$ cat config.mk
export PLATFORM = sky130hd
export DESIGN_NAME = param_sync_fifo
export DESIGN_NICKNAME = d
export VERILOG_FILES = /design/src/rtl/param_sync_fifo_pkg.sv /design/src/rtl/fifo_ram.sv /design/src/rtl/param_sync_fifo.sv
export SDC_FILE = /design/constraint.sdc
export NUM_CORES = 1
export LEC_CHECK = 0
export CORE_ASPECT_RATIO = 1.25
export CORE_UTILIZATION = 45
export DETAILED_ROUTE_END_ITERATION = 6
export SLEW_MARGIN = 20
export SYNTH_ARGS = -nofsm -noshare
export SYNTH_HDL_FRONTEND = slang
export SYNTH_HIERARCHICAL = 1
export SYNTH_SLANG_ARGS = --single-unit
export TNS_END_PERCENT = 5
$ cat constraint.sdc
create_clock -name clk -period 3.65 [get_ports clk]
set_input_delay 0.73 -clock clk [delete_from_list [all_inputs] [get_ports clk]]
set_output_delay 0.73 -clock clk [all_outputs]
set_load 0.1 [all_outputs]
$ cat src/rtl/param_sync_fifo_pkg.sv
// Shared defaults and width helper for param_sync_fifo and its storage.
package param_sync_fifo_pkg;

   localparam int DEF_DATA_WIDTH = 8;
   localparam int DEF_DEPTH      = 16;
   localparam int DEF_AF_LEVEL   = DEF_DEPTH - 2;
   localparam int DEF_AE_LEVEL   = 2;

   // One extra bit beyond the address so full and empty can be told apart
   function automatic int ptr_width(input int depth);
      return $clog2(depth) + 1;
   endfunction

endpackage

$ cat src/rtl/fifo_ram.sv
// Storage for param_sync_fifo: one synchronous write port, one asynchronous read port, no reset.
module fifo_ram #(
   parameter int DATA_WIDTH = 8,
   parameter int DEPTH      = 16
) (
   input  logic                       clk,
   input  logic                       we,
   input  logic [$clog2(DEPTH)-1:0]   waddr,
   input  logic [DATA_WIDTH-1:0]      wdata,
   input  logic [$clog2(DEPTH)-1:0]   raddr,
   output logic [DATA_WIDTH-1:0]      rdata
);

   logic [DATA_WIDTH-1:0] mem [DEPTH];

   always_ff @(posedge clk) begin
      if (we) mem[waddr] <= wdata;
   end

   assign rdata = mem[raddr];

endmodule

$ cat src/rtl/param_sync_fifo.sv
// Synchronous FIFO with occupancy count, almost flags and over/underflow pulses.
// Define FIFO_FWFT_EN for first-word fall-through output; default is registered one-cycle read.
module param_sync_fifo
   import param_sync_fifo_pkg::*;
#(
   parameter int DATA_WIDTH = DEF_DATA_WIDTH,
   parameter int DEPTH      = DEF_DEPTH,
   parameter int AF_LEVEL   = DEPTH - 2,
   parameter int AE_LEVEL   = DEF_AE_LEVEL
) (
   input  logic                          clk,
   input  logic                          rst_n,
   input  logic [DATA_WIDTH-1:0]         din,
   input  logic                          wr_en,
   input  logic                          rd_en,
   output logic [DATA_WIDTH-1:0]         dout,
   output logic                          full,
   output logic                          empty,
   output logic                          almost_full,
   output logic                          almost_empty,
   output logic [ptr_width(DEPTH)-1:0]   data_count,
   output logic                          overflow,
   output logic                          underflow
);

   localparam int PW = ptr_width(DEPTH);
   localparam int AW = PW - 1;

   logic [PW-1:0]         wr_ptr;
   logic [PW-1:0]         rd_ptr;
   logic                  wr_acc;
   logic                  rd_acc;
   logic [DATA_WIDTH-1:0] ram_rdata;

   assign full  = (wr_ptr[AW] != rd_ptr[AW]) && (wr_ptr[AW-1:0] == rd_ptr[AW-1:0]);
   assign empty = (wr_ptr == rd_ptr);

   // A full FIFO with both requests pops only; an empty one pushes only
   assign wr_acc = wr_en && !full;
   assign rd_acc = rd_en && !empty;

   assign almost_full  = (data_count >= PW'(AF_LEVEL));
   assign almost_empty = (data_count <= PW'(AE_LEVEL));

   fifo_ram #(
      .DATA_WIDTH (DATA_WIDTH),
      .DEPTH      (DEPTH)
   ) u_ram (
      .clk   (clk),
      .we    (wr_acc),
      .waddr (wr_ptr[AW-1:0]),
      .wdata (din),
      .raddr (rd_ptr[AW-1:0]),
      .rdata (ram_rdata)
   );

   always_ff @(posedge clk or negedge rst_n) begin
      if (!rst_n) begin
         wr_ptr     <= '0;
         rd_ptr     <= '0;
         data_count <= '0;
         overflow   <= 1'b0;
         underflow  <= 1'b0;
      end else begin
         if (wr_acc) wr_ptr <= wr_ptr + PW'(1);
         if (rd_acc) rd_ptr <= rd_ptr + PW'(1);
         if (wr_acc && !rd_acc)      data_count <= data_count + PW'(1);
         else if (rd_acc && !wr_acc) data_count <= data_count - PW'(1);
         overflow  <= wr_en && full;
         underflow <= rd_en && empty;
      end
   end

`ifdef FIFO_FWFT_EN
   assign dout = empty ? '0 : ram_rdata;
`else
   always_ff @(posedge clk or negedge rst_n) begin
      if (!rst_n)      dout <= '0;
      else if (rd_acc) dout <= ram_rdata;
   end
`endif

endmodule

# Word-level counts from Yosys, hierarchy flattened
# Memories as Yosys holds them, arrays and structs flattened. A register that Yosys moved wholly into a read port is not among the register bits.
# Index checks and enable logic that the tools add are counted.
[totals] n_memories=1 mem_bits_rw=128 elab_cells=32 latch_bits=0 rom_bits=0 out_inout_bits=19 regBits=17 inputBits=12
[classes] addsub=4 n_reduce_logical=13 mux=4 n_mul=0 eq_ne=3 n_bitwise=0 div=0 shift=0 magnitude_cmp=2
[memory_table] name="u_ram.mem" words=16 width=8 rd=1 rd_ports_with_merged_regs=1 wr=1 line_no="fifo_ram.sv:14" source="logic [DATA_WIDTH-1:0] mem [DEPTH];"
[op_table] cell="$add 5x1->5 const B" count=3
[op_table] cell="$mux 5" count=2
[op_table] cell="$logic_and 1x1->1" count=7
[op_table] cell="$eq 5x5->1" count=1
[op_table] cell="$ge 5x4->1 const B" count=1
[op_table] cell="$le 5x2->1 const B" count=1
[op_table] cell="$logic_not 1->1" count=5
[op_table] cell="$sub 5x1->5 const B" count=1
[op_table] cell="$eq 4x4->1" count=1
[op_table] cell="$mux 1" count=2
[op_table] cell="$reduce_bool 2->1" count=1
[op_table] cell="$ne 1x1->1" count=1

# Logic depth before layout (Yosys ltp)
[depth] depth_word=8 mapped_depth=12

# Hierarchy
# Netlist, hierarchy kept.
[modules_own_cells] mod="fifo_ram" area_per_inst_um2=4987.3 cells_each=221 instances=1 seq_area_each_um2=3843.7
[modules_own_cells] mod="param_sync_fifo" area_per_inst_um2=1297.5 cells_each=104 instances=1 seq_area_each_um2=625.6

# Worst setup path before layout
# OpenSTA, ideal clock, no wires.
[synth_timing] kind="register -> output" startpoint="register data_count[1]" endpoint="output port almost_empty" path_stages_with_launch=2 setup_slack_ns=-2.725 n_path_buf=0 t_required_ns=2.920 arrival_time_ns=5.645 cell_sequence="dfrtp_1 > a2111oi_0"
[synth_between] elab_chain_len=1
[synth_rtl] element="start, declared" line_no="param_sync_fifo.sv:21" source="output logic [ptr_width(DEPTH)-1:0] data_count,"
[synth_rtl] element="start signal, assigned" line_no="param_sync_fifo.sv:67" source="if (wr_acc && !rd_acc) data_count <= data_count + PW'(1);"
[synth_rtl] element="start signal, assigned" line_no="param_sync_fifo.sv:68" source="else if (rd_acc && !wr_acc) data_count <= data_count - PW'(1);"
[synth_rtl] element="$le 5x2->1" line_no="param_sync_fifo.sv:43" source="assign almost_empty = (data_count <= PW'(AE_LEVEL));"
[synth_rtl] element="end, declared" line_no="param_sync_fifo.sv:20" source="output logic almost_empty,"
# Every way passes these cells.

# Worst setup path after layout
[layout_timing] startpoint="register wr_ptr[0]" endpoint="register data_count[4]"
[layout_between] elab_chain_len=7 elab_cells_between_ends=13 classes_between="eq/ne: 2; mux: 1; reduce/logical: 10"
[layout_rtl] element="start, declared" line_no="param_sync_fifo.sv:29" source="logic [PW-1:0] wr_ptr;"
[layout_rtl] element="start signal, assigned" line_no="param_sync_fifo.sv:65" source="if (wr_acc) wr_ptr <= wr_ptr + PW'(1);"
[layout_rtl] element="$eq 4x4->1" line_no="param_sync_fifo.sv:35" source="assign full = (wr_ptr[AW] != rd_ptr[AW]) && (wr_ptr[AW-1:0] == rd_ptr[AW-1:0]);"
[layout_rtl] element="$logic_and 1x1->1" line_no="param_sync_fifo.sv:35"
[layout_rtl] element="$logic_not 1->1" line_no="param_sync_fifo.sv:39" source="assign wr_acc = wr_en && !full;"
[layout_rtl] element="$logic_and 1x1->1" line_no="param_sync_fifo.sv:39"
[layout_rtl] element="$logic_not 1->1" line_no="param_sync_fifo.sv:68"
[layout_rtl] element="$logic_and 1x1->1" line_no="param_sync_fifo.sv:68"
[layout_rtl] element="$reduce_bool 2->1 (no line)"
# Parallel ways exist; a longest one is shown, timed or not.
# A chain may end at the register's enable or synchronous reset.

==> out/summary.md <==
• **cell depth of the worst min-delay path** 1
• **clock transition at the registers of the reported paths** 70 ps
• **critical path arrival** 3300 ps
• **compound-cell area share of the yosys netlist** 0.0404
• **end of the worst register-to-register path** data_count[4]
• **clock latency at the later pin of the worst-skew pair** 410 ps
• **synthesized area** 0.00628 sq mm
• **number of global-route vias before repair** 3335
• **xor and xnor fraction of the mapped netlist area** 0.0221
• **aggregate negative setup slack** 0 ps
• **area of the multi-input gates** 0.00171 sq mm
• **Hold Crit Start** dout[2]
• **adder-cell share of the synthesized area** 0.0151
• **leading cell type in the layout, fill and taps excluded** sky130_fd_sc_hd__edfxtp_1
• **multiplexer share of the synthesized area** 0.151
• **iteration count of the initial detailed-routing pass** 4
• **worst min-delay path class** flop to flop
• **number of instances resized during post-cts repair** 0
• **portion of the post-synthesis area used by sequential elements** 0.711
• **outcome** finished, final reports clean
• **Register-to-Register Path Depth** 10
• **proportion of register bits with asynchronous set or reset after synthesis** 0.163
• **most frequent cells in the layout** sky130_fd_sc_hd__edfxtp_1 (128), sky130_fd_sc_hd__clkdlybuf4s50_1 (26), sky130_fd_sc_hd__dfrtp_1 (24), sky130_fd_sc_hd__buf_4 (24), sky130_fd_sc_hd__mux4_2 (18)
• **Post-synth EDFFs** 128
• **Synth Warn #** 6
• **Post-Synth Simple-Gate Area** 0.0418
• **starting density of the core** 0.469
• **startpoint of the most critical register-to-register path** wr_ptr[0]
• **CP Data Required Time** 3930 ps
• **top-level port count** 31
• **normalized max-slew margin** 0.347
• **total inserted antenna cells** 0
• **crit path launch type** flop
• **root cell of the clock tree** sky130_fd_sc_hd__clkbuf_16
• **max-cap violation count** 0
• **number of hold-repair buffers added at the cts stage** 0
• **Worst VDD drop** 0.633 mV
• **CTS tree** done
• **detailed-route wire length on metal 1** 5050 microns
• **placer congestion estimate** 0.760
• **leakage power figure** 2.63 nW
• **via-per-instance ratio** 5.65
• **wire length of the first global-routing pass** 18700 microns
• **overall overflow remaining after global route** 0
• **fraction of final layout cells with drive strength greater than 1** 0.240
• **category of the most critical setup path** flop to flop
• **sort of element at the end of the critical path** flop
• **Met3 Routed Length** 435 microns
• **final critical delay including setup and external delays** 3020 ps
• **storage element area** 0.00447 sq mm
• **Distinct cells, synth** 40
• **endpoint of the worst hold path** dout[2]
• **routed via count** 3206
• **maximum root-to-sink buffer count** 2
• **worst-path fanout max** 11
• **number of routed nets with antenna violations** 0
• **1st-iter DRT viols** 167
• **top achievable clock speed** 0.331 GHz
• **global-route usage over all layers** 0.181
• **final hold violation count** 0
• **Period Utilization, post-route** 0.828
• **Post-Route WL** 11800 microns
• **Clock Skew** 10.9 ps
• **# clock sinks** 153
• **setup repair after global routing missed its margin** false
• **power density over cell area** 908 mW/mm^2
• **combinational family with the most area after synthesis** multiplexers
• **register bit count reported by yosys** 153
• **met2 routed wirelength** 6180 microns
• **Post-Synthesis Cells** 325
• **DRC** 0
• **Max Transition Viols Final** 0
• **setup slack after layout** 628 ps
• **post-DP HPWL** 7760 microns
• **horizontal die dimension** 108 microns
• **placement-stage worst setup slack** 377 ps
• **top layer reached by signal wires** met4
• **initial antenna violation count** 0
• **area grow syn2layout** 18.8%
• **Core Box Area** 0.0134 sq mm
• **# rows** 47
• **actual slew at the worst max-slew pin** 977 ps
• **Fillers** 1042
• **largest net degree at the start of global routing** 36
• **Setup Buffers After CTS** 0
• **full die area** 0.0144 sq mm
• **Most used DFF post-synth** sky130_fd_sc_hd__edfxtp_1
• **mean routed wirelength per cell** 20.9 microns
• **Inserted Clock Buffers** 17
• **reg2reg setup slack** 630 ps
• **DIE HEIGHT** 134 microns
• **final net count** 402
• **syn_nets** 344
• **number of buffers added on ports** 30
• **Setup Viol. Count Final** 0
• **Post-Syn Area per Cell** 19.3 sq um
• **number of H-tree levels** 4
## how the worst max path moves through the flow
stage	from	endpoint	slack, ps	cells after the start
2_1_floorplan	data_count[1]	almost_empty	10	1
3_3_place_gp	wr_en	data_count[4]	450	9
3_5_place_dp	wr_en	data_count[4]	380	9
4_1_cts	wr_ptr[0]	data_count[4]	600	10
5_1_grt	wr_ptr[0]	data_count[4]	300	10
6_report	wr_ptr[0]	data_count[4]	630	10
## logic make-up (layout without fill, tap and decap cells)
| group | Yosys count | after routing |
|---|---|---|
| xor+xnor | 15 | 15 |
| compound gates | 35 | 35 |
| simple gates | 55 | 55 |
| buf+inv | 15 | 86 |
| mux | 45 | 45 |
| fa+ha+maj | 7 | 7 |
| flops | 153 | 153 |
## cell type report
cell class,count,share of cell area
clock buffer,17,0.0570
clock inverter,15,0.0215
inverter,2,0.00101
multi-input combinational,157,0.229
sequential,153,0.599
tap,171,0.0287
timing repair buffer,52,0.0644
## per-stage QoR
| step | hold slack [ps] | cells | utilization | power [mW] | instance area (sq um) |
|---|---|---|---|---|---|
| 2_1_floorplan | 434 | 325 | - | 4.46 | 6290 |
| 3_3_place_gp | 501 | 535 | 0.513 | 5.08 | 6880 |
| 3_5_place_dp | 499 | 535 | 0.513 | 5.13 | 6880 |
| 4_1_cts | 521 | 567 | 0.557 | 6.84 | 7460 |
| 5_1_grt | 538 | 567 | 0.557 | 7.12 | 7460 |
| 6_report | 513 | 567 | 0.557 | 6.78 | 7460 |
## worst max-delay path, cell delays in order, from the launching register on
cell and delay, ps:
sky130_fd_sc_hd__dfrtp_1 580, sky130_fd_sc_hd__xnor2_1 160, sky130_fd_sc_hd__nand4_1 220, sky130_fd_sc_hd__buf_4 230, sky130_fd_sc_hd__o21ai_2 150, sky130_fd_sc_hd__ha_1 230, sky130_fd_sc_hd__inv_1 130, sky130_fd_sc_hd__fa_1 420
sky130_fd_sc_hd__a21o_1 200, sky130_fd_sc_hd__a2111oi_0 430, sky130_fd_sc_hd__o31ai_1 140
## synth_stat cells (3+ instances only)
cell | n | share of area
sky130_fd_sc_hd__a22oi_1 | 16 | 0.019
sky130_fd_sc_hd__and2_1 | 4 | 0.0040
sky130_fd_sc_hd__buf_2 | 3 | 0.0024
sky130_fd_sc_hd__buf_6 | 4 | 0.0072
sky130_fd_sc_hd__clkdlybuf4s25_2 | 3 | 0.0048
sky130_fd_sc_hd__dfrtp_1 | 25 | 0.10
sky130_fd_sc_hd__edfxtp_1 | 128 | 0.61
sky130_fd_sc_hd__ha_1 | 6 | 0.012
sky130_fd_sc_hd__mux2_2 | 4 | 0.0072
sky130_fd_sc_hd__mux2_4 | 8 | 0.019
sky130_fd_sc_hd__mux4_1 | 14 | 0.059
sky130_fd_sc_hd__mux4_2 | 18 | 0.065
sky130_fd_sc_hd__nand2_1 | 15 | 0.0090
sky130_fd_sc_hd__nand4_1 | 3 | 0.0030
sky130_fd_sc_hd__nor2_1 | 16 | 0.0096
sky130_fd_sc_hd__nor3_1 | 7 | 0.0056
sky130_fd_sc_hd__o211ai_1 | 4 | 0.0048
sky130_fd_sc_hd__o21ai_0 | 3 | 0.0024
sky130_fd_sc_hd__xnor2_1 | 13 | 0.018
## report_power, final
| group | internal [mW] | switching (mW) |
|---|---|---|
| sequential | 2.19 | 0.210 |
| combinational | 1.01 | 1.66 |
| clock | 0.969 | 0.739 |
## per-layer routing
layer  global-route usage  up-vias
li1                     -     1439
met1                0.230     1685
met2                0.307       73
met3               0.0403        9
met4               0.0601        0
met5                    0        -
## state kept, by name, summed over array words and instances, names as in the netlist
register    cells
dout            8
underflow       1
wr_ptr          5
overflow        1
data_count      5
u_ram/mem     128
rd_ptr          5
Power figures use the tool's default switching activity.
